$ cat config.mk
export PLATFORM = sky130hd
export DESIGN_NAME = pipe_stage_reg
export DESIGN_NICKNAME = d
export VERILOG_FILES = /design/src/rtl/pipe_stage_reg.sv
export SDC_FILE = /design/constraint.sdc
export NUM_CORES = 1
export LEC_CHECK = 0
export ABC_CLOCK_PERIOD_IN_PS = 3700
export BUFFER_PORTS_ARGS = -buffer_cell sky130_fd_sc_hd__buf_2
export CORE_UTILIZATION = 55
export CTS_BUF_LIST = sky130_fd_sc_hd__clkbuf_16
export DETAILED_ROUTE_END_ITERATION = 16
export GPL_ROUTABILITY_DRIVEN = 0
export PLACE_DENSITY = 0.88
export SYNTH_ARGS = -nofsm -noshare
export SYNTH_HDL_FRONTEND = slang
export SYNTH_SLANG_ARGS = --single-unit
$ cat constraint.sdc
create_clock -name clk -period 3.7 [get_ports clk]
set_clock_uncertainty 0.15 [all_clocks]
set_input_delay 0.74 -clock clk [delete_from_list [all_inputs] [get_ports clk]]
set_output_delay 0.74 -clock clk [all_outputs]
set_load 0.05 [all_outputs]
$ cat src/rtl/pipe_stage_reg.sv
// Valid/ready pipeline stage register with data and control buses.
// SKID=1 adds a second entry so in_ready comes straight from a flop.
module pipe_stage_reg #(
  parameter int unsigned DATA_W = 69,
  parameter int unsigned CTRL_W = 8,
  parameter bit          SKID   = 1'b1
) (
  input  logic              clk,
  input  logic              rst,
  input  logic              flush,
  input  logic              stall,
  input  logic              in_valid,
  output logic              in_ready,
  input  logic [DATA_W-1:0] in_data,
  input  logic [CTRL_W-1:0] in_ctrl,
  output logic              out_valid,
  input  logic              out_ready,
  output logic [DATA_W-1:0] out_data,
  output logic [CTRL_W-1:0] out_ctrl,
  output logic [1:0]        occupancy
);

  logic              main_v;
  logic              skid_v;
  logic [DATA_W-1:0] main_d;
  logic [DATA_W-1:0] skid_d;
  logic [CTRL_W-1:0] main_c;
  logic [CTRL_W-1:0] skid_c;
  logic [1:0]        occ;

  logic acc;
  logic xfer;
  logic main_v_n;
  logic skid_v_n;
  logic ld_in;
  logic ld_skid;
  logic skid_ld;

  always_comb begin
    if (SKID) begin
      in_ready = ~skid_v & ~stall & ~flush;
    end else begin
      in_ready = (~main_v | out_ready) & ~stall & ~flush;
    end
  end

  assign acc  = in_valid & in_ready;
  assign xfer = main_v & out_ready & ~stall;

  // skid drains first; in_ready is low then, so no accept can collide
  always_comb begin
    main_v_n = main_v;
    skid_v_n = skid_v;
    ld_in    = 1'b0;
    ld_skid  = 1'b0;
    skid_ld  = 1'b0;
    if (flush) begin
      main_v_n = 1'b0;
      skid_v_n = 1'b0;
    end else if (!stall) begin
      if (SKID && skid_v && xfer) begin
        ld_skid  = 1'b1;
        skid_v_n = 1'b0;
      end else if (acc && (!main_v || xfer || !SKID)) begin
        ld_in    = 1'b1;
        main_v_n = 1'b1;
      end else if (acc) begin
        skid_ld  = 1'b1;
        skid_v_n = 1'b1;
      end else if (xfer) begin
        main_v_n = 1'b0;
      end
    end
  end

  always_ff @(posedge clk) begin
    if (rst) begin
      main_v <= 1'b0;
      skid_v <= 1'b0;
      main_d <= '0;
      main_c <= '0;
      skid_d <= '0;
      skid_c <= '0;
      occ    <= 2'd0;
    end else begin
      main_v <= main_v_n;
      skid_v <= skid_v_n;
      occ    <= {1'b0, main_v_n} + {1'b0, skid_v_n};
      if (ld_in) begin
        main_d <= in_data;
        main_c <= in_ctrl;
      end else if (ld_skid) begin
        main_d <= skid_d;
        main_c <= skid_c;
      end
      if (skid_ld) begin
        skid_d <= in_data;
        skid_c <= in_ctrl;
      end
    end
  end

  // bubbles never carry stale enables downstream
  assign out_valid = main_v;
  assign out_data  = main_v ? main_d : '0;
  assign out_ctrl  = main_v ? main_c : '0;
  assign occupancy = occ;

endmodule
==> results of run 1 <==
==> power breakdown <==
group          internal, mW  switching [mW]  total (mW)
sequential             1.75          0.0263        1.77
combinational         0.138           0.253       0.390
clock                 0.937           0.669        1.61
total                  2.82           0.947        3.77
==> synthesized netlist by cell type, types with 2 or more instances <==
library cell | instances | area, sq um
nor2_1 | 4 | 15.0
inv_1 | 74 | 278
a221oi_1 | 14 | 123
buf_1 | 4 | 15.0
nor4bb_1 | 2 | 20.0
nor3_1 | 2 | 10.0
a21oi_1 | 78 | 390
a311oi_1 | 3 | 26.3
nand3_1 | 81 | 405
buf_2 | 14 | 70.1
and2_1 | 77 | 482
nand2b_1 | 75 | 469
nor2b_1 | 4 | 25.0
nor4_1 | 3 | 18.8
dfxtp_1 | 158 | 3160
a221oi_2 | 60 | 901
nand3b_1 | 74 | 556
o21ai_0 | 154 | 771
clkbuf_1 | 86 | 323
buf_6 | 8 | 90.1
==> final timing paths <==
check	from	end	slack [ps]
worst max-delay path	out_valid$_SDFF_PP0_	out_data[21]	760
worst min-delay path	main_d[31]$_SDFFE_PP0P_	main_d[31]$_SDFFE_PP0P_	300
worst max register to register	out_valid$_SDFF_PP0_	main_d[27]$_SDFFE_PP0P_	980
worst min register to register	main_d[31]$_SDFFE_PP0P_	main_d[31]$_SDFFE_PP0P_	300
==> routing by layer <==
| metal | part of all wire | up-vias |
|---|---|---|
| li1 | - | 3618 |
| met1 | 0.44 | 3520 |
| met2 | 0.46 | 357 |
| met3 | 0.072 | 47 |
| met4 | 0.027 | 0 |
| met5 | 0 | - |
==> sequential cells by signal, summed over array words and instances, names as in the netlist <==
name and count:
main_d 69, skid_d 69, main_c 8, skid_c 8, occupancy 2, out_valid 1
skid_v 1
==> worst reg2reg max path, delay by kind of cell, from the launching register on <==
kind                   cells  cell delay [ps]
AND/OR/NAND/NOR            1              130
buffers and inverters      1              530
flip-flops                 1              570
AO/OA/AOI/OAI              2             1240
==> cells by family (layout without fill, tap and decap cells) <==
logic type / after synthesis / after routing / synth area share
and+or+nand+nor: 327 / 327 / 0.247
AOI/OAI and AO/OA: 313 / 313 / 0.273
buffers and inverters: 186 / 282 / 0.0942
DFF: 158 / 158 / 0.384
adders and majority gates: 1 / 1 / 0.00152
==> final cells by class <==
type	instances	area, sq um	share of cell area
multi-input cells	641	4350	0.457
flip-flops and latches	158	3170	0.333
clock inverters	14	85.1	0.00894
clock buffers	18	450	0.0473
well taps	184	230	0.0242
inverters	74	278	0.0292
repair buffers	176	957	0.101
==> stage by stage <==
step	setup WS, ps	util	power (mW)
floorplan	973	-	2.08
global placement	834	0.616	2.19
detailed placement	754	0.616	2.20
CTS	738	0.652	3.78
global route	654	0.652	3.89
finish	760	0.652	3.77
==> summary.md, run 1 <==
| Metric | Value |
|---|---|
| Reg2reg path depth | 4 |
| Worst vdd ir | ~0.31 mV |
| CTS clk-pin slew, worst paths | 60 ps |
| GR peak layer | met2 |
| Row count | 44 |
| Antenna viol nets, final | 0 |
| Overall die height | between 100 and 150 um |
| Num ports | 164 |
| Final hold slack | 304 ps |
| Setup repair after global routing missed its margin | false |
| Crit Path Max Fanout | 54 |
| Clk sinks | about 160 |
| Crit end category | output pin |
| Crit path max-delay family | buffers and inverters |
| Pwr dens | 396 nW/um^2 |
| Mean Syn Cell Area | 8.36 sq um |
| CTS tree | built |
| Seq cells post-synth | 158 |
| First-pass GRT wire length | 33300 um |
| Port Buffers | approximately 160 |
| Final Max Slew Viols | 0 |
| Worst-margin pin slew | approximately 1200 ps |
| Grt ovf | 0 |
| Met1 usage | 0.350 |
| Largest net degree at the start of global routing | 107 |
| CTS Root Cell | clkbuf_16 |
| Most frequent cells in the layout | buf_2, dfxtp_1, o21ai_0, nand3_1, inv_1 |
| Fmax | 340 MHz |
| Cell area after synthesis | between 8000 and 9000 sq um |
| Cts hold-fix bufs | 0 |
| Hold Path Class | flop to flop |
| Crit path time final | 2940 ps |
| Initial DRC Count | 781 |
| MaxCap Viol Count | 0 |
| # nets final | about 1200 |
| DIE WIDTH | 124 um |
| Clock Latency Late Sink | 430 ps |
| Final WL | 20600 um |
| DRT Pass-1 Iters | 6 |
| P_leak | ~3.4 nW |
| Endpoints failing hold | 0 |
| Status | finished, final reports clean |
| Post-route clock period utilization | 0.795 |
| Hpwl dp | roughly 12000 um |
| Vias per cell | a little under 6 |
| # setup viols final | 0 |
| Core area | 14600 sq um |
| CP peak stage delay | 570 ps |
| N_diodes | 0 |
| Worst hold stages | 2 |
| Post_cts resized | 0 |
| Vias in the first global route | 6694 |
| Crit start category | flop |
| Sequential share of the synthesized area | 0.384 |
| CP required | ~2800 ps |
| H-tree depth | 4 |
| Cell area after layout | 9520 sq um |
| Number of post-CTS setup repair buffers | 0 |
| Synth Net Count | 1069 |
| CP max stage cell | dfxtp_4 |
| EDFF count, synth | 0 |
| Initial antenna violation count | 0 |
| Syn-to-layout area delta | 15.6% |
| Share of cells above drive strength 1 | 0.247 |
| Placed cell areas | ~9000 sq um |
| WP buf/inv | 2 |
| GRT met2 Usage | 0.408 |
| Arrival time of the worst setup path | 2050 ps |
| Initial core utilization | 0.564 |
| Synth Instances | 985 |
| Non-Filler Instances | 1265 |
| Drt wl/cell | 16.2 um |
| DRC violations left | 0 |
| Top FF cell, synth | dfxtp_1 |
| Total negative setup slack | 0 ps |
| Commonest non-fill, non-tap cell in the layout | buf_2 |
| Met3 Use GR | 0.0473 |
| Share of flip-flops with an asynchronous set or reset | 0 |
| Die area | roughly 15000 sq um |
| Critical path type | flop to output pin |
| Syn. warnings | 0 |
| CTS Buf Count | 17 |
| Critical Path, Cell by Cell | buf_4 > and2_1 > buf_2 |
| Unique cell type count in the Yosys netlist | 30 |
| Vias | 7542 |
| Filler cells | 1188 |
| Worst path depth | 3 |
| Total GRT Usage | 0.262 |
| CTS Buffer Depth | 2 |
| Slew headroom | 0.184 |
| Dpl cells | between 1000 and 1500 |
Power figures use the tool's default switching activity.
==> inputs of run 2 (changes only) <==
--- a/config.mk
+++ b/config.mk
@@ -5,7 +5,8 @@
 export SDC_FILE = /design/constraint.sdc
 export NUM_CORES = 1
 export LEC_CHECK = 0
-export ABC_CLOCK_PERIOD_IN_PS = 3700
+export ABC_AREA = 1
+export ABC_CLOCK_PERIOD_IN_PS = 3050
 export BUFFER_PORTS_ARGS = -buffer_cell sky130_fd_sc_hd__buf_2
 export CORE_UTILIZATION = 55
 export CTS_BUF_LIST = sky130_fd_sc_hd__clkbuf_16
==> constraint.sdc (replaced) <==
create_clock -name clk -period 3.05 [get_ports clk]
set_clock_uncertainty 0.15 [all_clocks]
set_input_delay 0.61 -clock clk [delete_from_list [all_inputs] [get_ports clk]]
set_output_delay 0.61 -clock clk [all_outputs]
set_load 0.05 [all_outputs]
==> summary.md, run 2 <==
| Metric | Value |
|---|---|
| Status | finished, final reports clean |
| Crit end category | output pin |
| Most frequent cell after synthesis | inv_1 |
| Share of flip-flops with an asynchronous set or reset | 0 |
| MaxCap Viol Count | 0 |
| Arrival time of the worst setup path | 1890 ps |
| Slew headroom | 0.599 |
| EDFF count, synth | 0 |
| Core area | around 14000 sq um |
| Worst vdd ir | 0.374 mV |
| CTS clk-pin slew, worst paths | about 60 ps |
| CTS Root Cell | clkbuf_16 |
| Synth Area in Adders | 0.00159 |
| Setup repair after global routing missed its margin | false |
| DIE WIDTH | 122 um |
| Crit Path Max Fanout | 45 |
| # setup viols final | 0 |
| Pwr dens | 491 nW/um^2 |
| Vias in the first global route | roughly 6500 |
| CTS Buffer Depth | 2 |
| Commonest non-fill, non-tap cell in the layout | inv_1 |
| Crit path max-delay family | flip-flops |
| Final hold slack | 312 ps |
| Fmax | 377 MHz |
| Final WL | 17500 um |
| Hold Path Class | input port to flop |
| Simple logic cell fraction of the synthesized area | 0.209 |
| Hpwl dp | about 11000 um |
| Largest net degree at the start of global routing | 92 |
| Clk sinks | 158 |
| Critical path type | flop to output pin |
| Unique cell type count in the Yosys netlist | 22 |
| Antenna viol nets, final | 0 |
| Num ports | 164 |
| Syn. warnings | 0 |
| Crit start category | flop |
| Area share of the largest cell type after synthesis | 0.401 |
| CP max stage cell | dfxtp_2 |
| Port Buffers | 163 |
| Top FF cell, synth | dfxtp_1 |
| Top cells by area, synth | dfxtp_1, a211oi_2, inv_1, nand2_1, a21oi_1 |
| Clock Latency Late Sink | 420 ps |
| Synth Net Count | 1203 |
| Post-route clock period utilization | 0.870 |
| Total negative setup slack | 0 ps |
| DRC violations left | 0 |
| FF/Latch Area | 3160 sq um |
| PnR worst setup slack | 398 ps |
| Most frequent cells in the layout | inv_1, nand2_1, buf_2, dfxtp_1, nor2_1 |
| Synth Area in Compound Gates | 0.218 |
| Total GRT Usage | 0.242 |
| Drt wl/cell | 12.3 um |
| CP peak stage delay | roughly 700 ps |
| Number of post-CTS setup repair buffers | 0 |
| CP required | 2290 ps |
| Final Max Slew Viols | 0 |
| Endpoints failing hold | 0 |
| # nets final | roughly 1300 |
| Overall die height | 122 um |
| Vias per cell | 5.05 |
| First-pass GRT wire length | roughly 29000 um |
| Cts hold-fix bufs | 0 |
| Initial core utilization | 0.566 |
| Critical Path, Cell by Cell | buf_12 > nand2_1 > inv_1 > buf_2 |
| Initial DRC Count | 581 |
| Vias | around 7200 |
| Seq cells post-synth | 158 |
| P_leak | 4.40 nW |
| N_diodes | 0 |
| CTS Buf Count | 17 |
| Top Registers | main_d x69, skid_d x69 |
| Share of cells above drive strength 1 | 0.228 |
| Main combinational cell family by area after synthesis | compound AO/OA/AOI/OAI gates |
| Synth Instances | 1119 |
| Row count | between 40 and 50 |
| Cell area after synthesis | just under 8000 sq um |
| Cell taking the most area after synthesis | dfxtp_1 |
| Top cells by count, synth | inv_1, nand2_1, dfxtp_1, nor2_1, a21oi_1 |
| CTS tree | built |
| Mean Syn Cell Area | 7.05 sq um |
| Grt ovf | 0 |
| Post_cts resized | 0 |
| Mux cell area share after synthesis | 0 |
| Syn-to-layout area delta | 17.5% |
| Filler cells | 1160 |
| Die area | approximately 15000 sq um |
| Setup WS pre-CTS | slightly below 800 ps |
| H-tree depth | 4 |
| Sequential share of the synthesized area | 0.401 |
| WP buf/inv | 3 |
| Initial antenna violation count | 0 |
| Xor-xnor portion of the synthesized cell area | 0 |
| DRT Pass-1 Iters | 5 |
| Crit path time final | ~2700 ps |
| Worst-margin pin slew | ~600 ps |
| Area of the multi-input gates | approximately 3400 sq um |
==> run 2: worst reg2reg max path, stage by stage (launching register included) <==
cell	delay (ps)
dfxtp_2	700
nand3_2	170
nand2_2	170
inv_2	60
nor2_4	250
buf_12	320
nand2_1	110
nand2_1	80
a21oi_1	60
==> run 2: cells by family (layout without fill, tap and decap cells) <==
group | count (synthesis) | in the layout
buf+inv | 324 | 447
flops | 158 | 158
fa+ha+maj | 1 | 1
compound gates | 233 | 233
simple gates | 403 | 403
==> run 2: routing by layer <==
metal	track usage	share of wire	up-vias
li1	-	-	3680
met1	0.294	0.43	3237
met2	0.399	0.48	204
met3	0.0454	0.042	53
met4	0.141	0.043	0
met5	0	0	-
==> run 2: path summary, 6_finish.rpt <==
path         slack, ps  cells past startpoint                 endpoint                     from
max                400                      4             out_data[24]     out_valid$_SDFF_PP0_
min                310                      3  skid_d[52]$_SDFFE_PP0P_              in_data[52]
max reg2reg        850                      8  main_d[15]$_SDFFE_PP0P_     out_valid$_SDFF_PP0_
min reg2reg        330                      2  main_d[10]$_SDFFE_PP0P_  main_d[10]$_SDFFE_PP0P_
==> run 2: power by group <==
part           internal, mW  switching, mW
Sequential             2.12         0.0305
Combinational         0.122          0.225
Clock                  1.25          0.805
==> run 2: stage by stage <==
step	area [sq um]	power, mW	std cells	util
after floorplan	7890	2.43	1119	-
after global placement	8720	2.53	1392	0.625
after detailed placement	8720	2.54	1392	0.625
after CTS	9270	4.56	1422	0.665
after global routing	9270	4.71	1422	0.665
final	9270	4.56	1422	0.665
==> run 2: layout make-up <==
| cell class | instances | area share |
|---|---|---|
| Clock buffer | 17 | 0.0459 |
| Clock inverter | 13 | 0.0142 |
| Inverter | 240 | 0.0972 |
| Multi-Input combinational cell | 637 | 0.366 |
| Sequential cell | 158 | 0.341 |
| Tap cell | 180 | 0.0243 |
| Timing Repair Buffer | 177 | 0.111 |
==> inputs of run 3 (changes only) <==
--- a/config.mk
+++ b/config.mk
@@ -12,7 +12,9 @@
 export CTS_BUF_LIST = sky130_fd_sc_hd__clkbuf_16
 export DETAILED_ROUTE_END_ITERATION = 16
 export GPL_ROUTABILITY_DRIVEN = 0
+export MAX_ROUTING_LAYER = met4
 export PLACE_DENSITY = 0.88
 export SYNTH_ARGS = -nofsm -noshare
 export SYNTH_HDL_FRONTEND = slang
 export SYNTH_SLANG_ARGS = --single-unit
+export TNS_END_PERCENT = 30
==> summary.md, run 3 (synthesis gave the netlist of run 2 again) <==
| Metric | Value |
|---|---|
| Status | finished, final reports clean |
| Initial core utilization | 0.566 |
| CTS Buf Count | 17 |
| Fmax | 380 MHz |
| Worst vdd ir | ~0.37 mV |
| CP required | 2290 ps |
| Crit path time final | 2630 ps |
| Total GRT Usage | 0.250 |
| Port Buffers | 163 |
| DIE WIDTH | ~120 um |
| Hpwl dp | 11000 um |
| Area of the multi-input gates | around 3400 sq um |
| Commonest non-fill, non-tap cell in the layout | inv_1 |
| PnR worst setup slack | 419 ps |
| Hold Path Class | input port to flop |
| H-tree depth | 4 |
| Antenna viol nets, final | 0 |
| Clock Latency Late Sink | 420 ps |
| Num ports | roughly 160 |
| Crit Path Max Fanout | between 40 and 50 |
| P_leak | 4.40 nW |
| Total negative setup slack | 0 ps |
| DRT Pass-1 Iters | 5 |
| # nets final | between 1000 and 1500 |
| Die area | about 15000 sq um |
| Most frequent cells in the layout | inv_1, nand2_1, buf_2, dfxtp_1, nor2_1 |
| Row count | 43 |
| Crit end category | output pin |
| Crit start category | flop |
| Arrival time of the worst setup path | 1870 ps |
| Setup WS pre-CTS | 781 ps |
| Vias | 7170 |
| Slew headroom | 0.606 |
| Setup repair after global routing missed its margin | false |
| Clk sinks | around 160 |
| Core area | 13900 sq um |
| Critical path type | flop to output pin |
| First-pass GRT wire length | slightly below 30000 um |
| Pwr dens | 491 nW/um^2 |
| Cts hold-fix bufs | 0 |
| Post-route clock period utilization | 0.863 |
| Drt wl/cell | 12.3 um |
| Filler cells | 1160 |
| Post_cts resized | 0 |
| DRC violations left | 0 |
| Top Registers | main_d x69, skid_d x69 |
| Vias in the first global route | 6475 |
| Number of post-CTS setup repair buffers | 0 |
| CTS Buffer Depth | 2 |
| # setup viols final | 0 |
| Grt ovf | 0 |
| Largest net degree at the start of global routing | between 90 and 100 |
| CTS tree | built |
| Initial antenna violation count | 0 |
| Share of cells above drive strength 1 | 0.228 |
| CTS Root Cell | clkbuf_16 |
| N_diodes | 0 |
| MaxCap Viol Count | 0 |
| CTS clk-pin slew, worst paths | 60 ps |
| Worst-margin pin slew | 591 ps |
| Total power | 4.56 mW |
| FF/Latch Area | 3160 sq um |
| Vias per cell | 5.04 |
| Initial DRC Count | 631 |
| Syn-to-layout area delta | 17.5% |
| Final Max Slew Viols | 0 |
| Overall die height | around 120 um |
| Final WL | 17400 um |
| Endpoints failing hold | 0 |
## run 3: cell counts in the layout (fill, tap and decap cells not counted)
Identical to the previous run, type by type.
## run 3: stage by stage
stage               utilization  hold WS [ps]  std cells  cell area, sq um
global route              0.665           312       1422              9270
finish                    0.665           313       1422              9270
detailed placement        0.625           324       1392              8720
global placement          0.625           319       1392              8720
CTS                       0.665           304       1422              9270
floorplan                     -           311       1119              7890
## run 3: final timing paths
| path | from | end | slack (ps) | depth (start not counted) |
|---|---|---|---|---|
| hold / removal | in_data[28] | skid_d[28]$_SDFFE_PP0P_ | 310 | 3 |
| setup reg to reg | out_valid$_SDFF_PP0_ | main_d[15]$_SDFFE_PP0P_ | 860 | 8 |
| hold reg to reg | main_d[10]$_SDFFE_PP0P_ | main_d[10]$_SDFFE_PP0P_ | 330 | 2 |
| setup / recovery | out_valid$_SDFF_PP0_ | out_data[24] | 420 | 4 |
## run 3: metal layers
layer | track usage | vias up | share of wire
met5 | - | - | 0
met4 | 0.141 | 0 | 0.041
met3 | 0.0463 | 53 | 0.045
met2 | 0.399 | 215 | 0.48
met1 | 0.294 | 3221 | 0.43
li1 | - | 3681 | -
## run 3: final cells by class
cell class,instances,area share
multi-input cells,637,0.366
repair buffers,177,0.111
inverters,240,0.0972
well taps,180,0.0243
clock buffers,17,0.0459
clock inverters,13,0.0142
flip-flops and latches,158,0.341
## run 3: where the power goes
| part | total, mW | leakage [nW] | internal, mW | switching [mW] |
|---|---|---|---|---|
| Sequential | 2.15 | 1.28 | 2.12 | 0.0302 |
| Clock | 2.06 | 0.278 | 1.25 | 0.806 |
| Combinational | 0.346 | 2.84 | 0.122 | 0.224 |
| Total | 4.56 | 4.40 | 3.49 | 1.06 |
## run 3: worst max-delay path, stage by stage, from the launching register on
cell and delay, ps:
dfxtp_2 680, buf_12 290, nand2_1 80, inv_1 90, buf_2 270
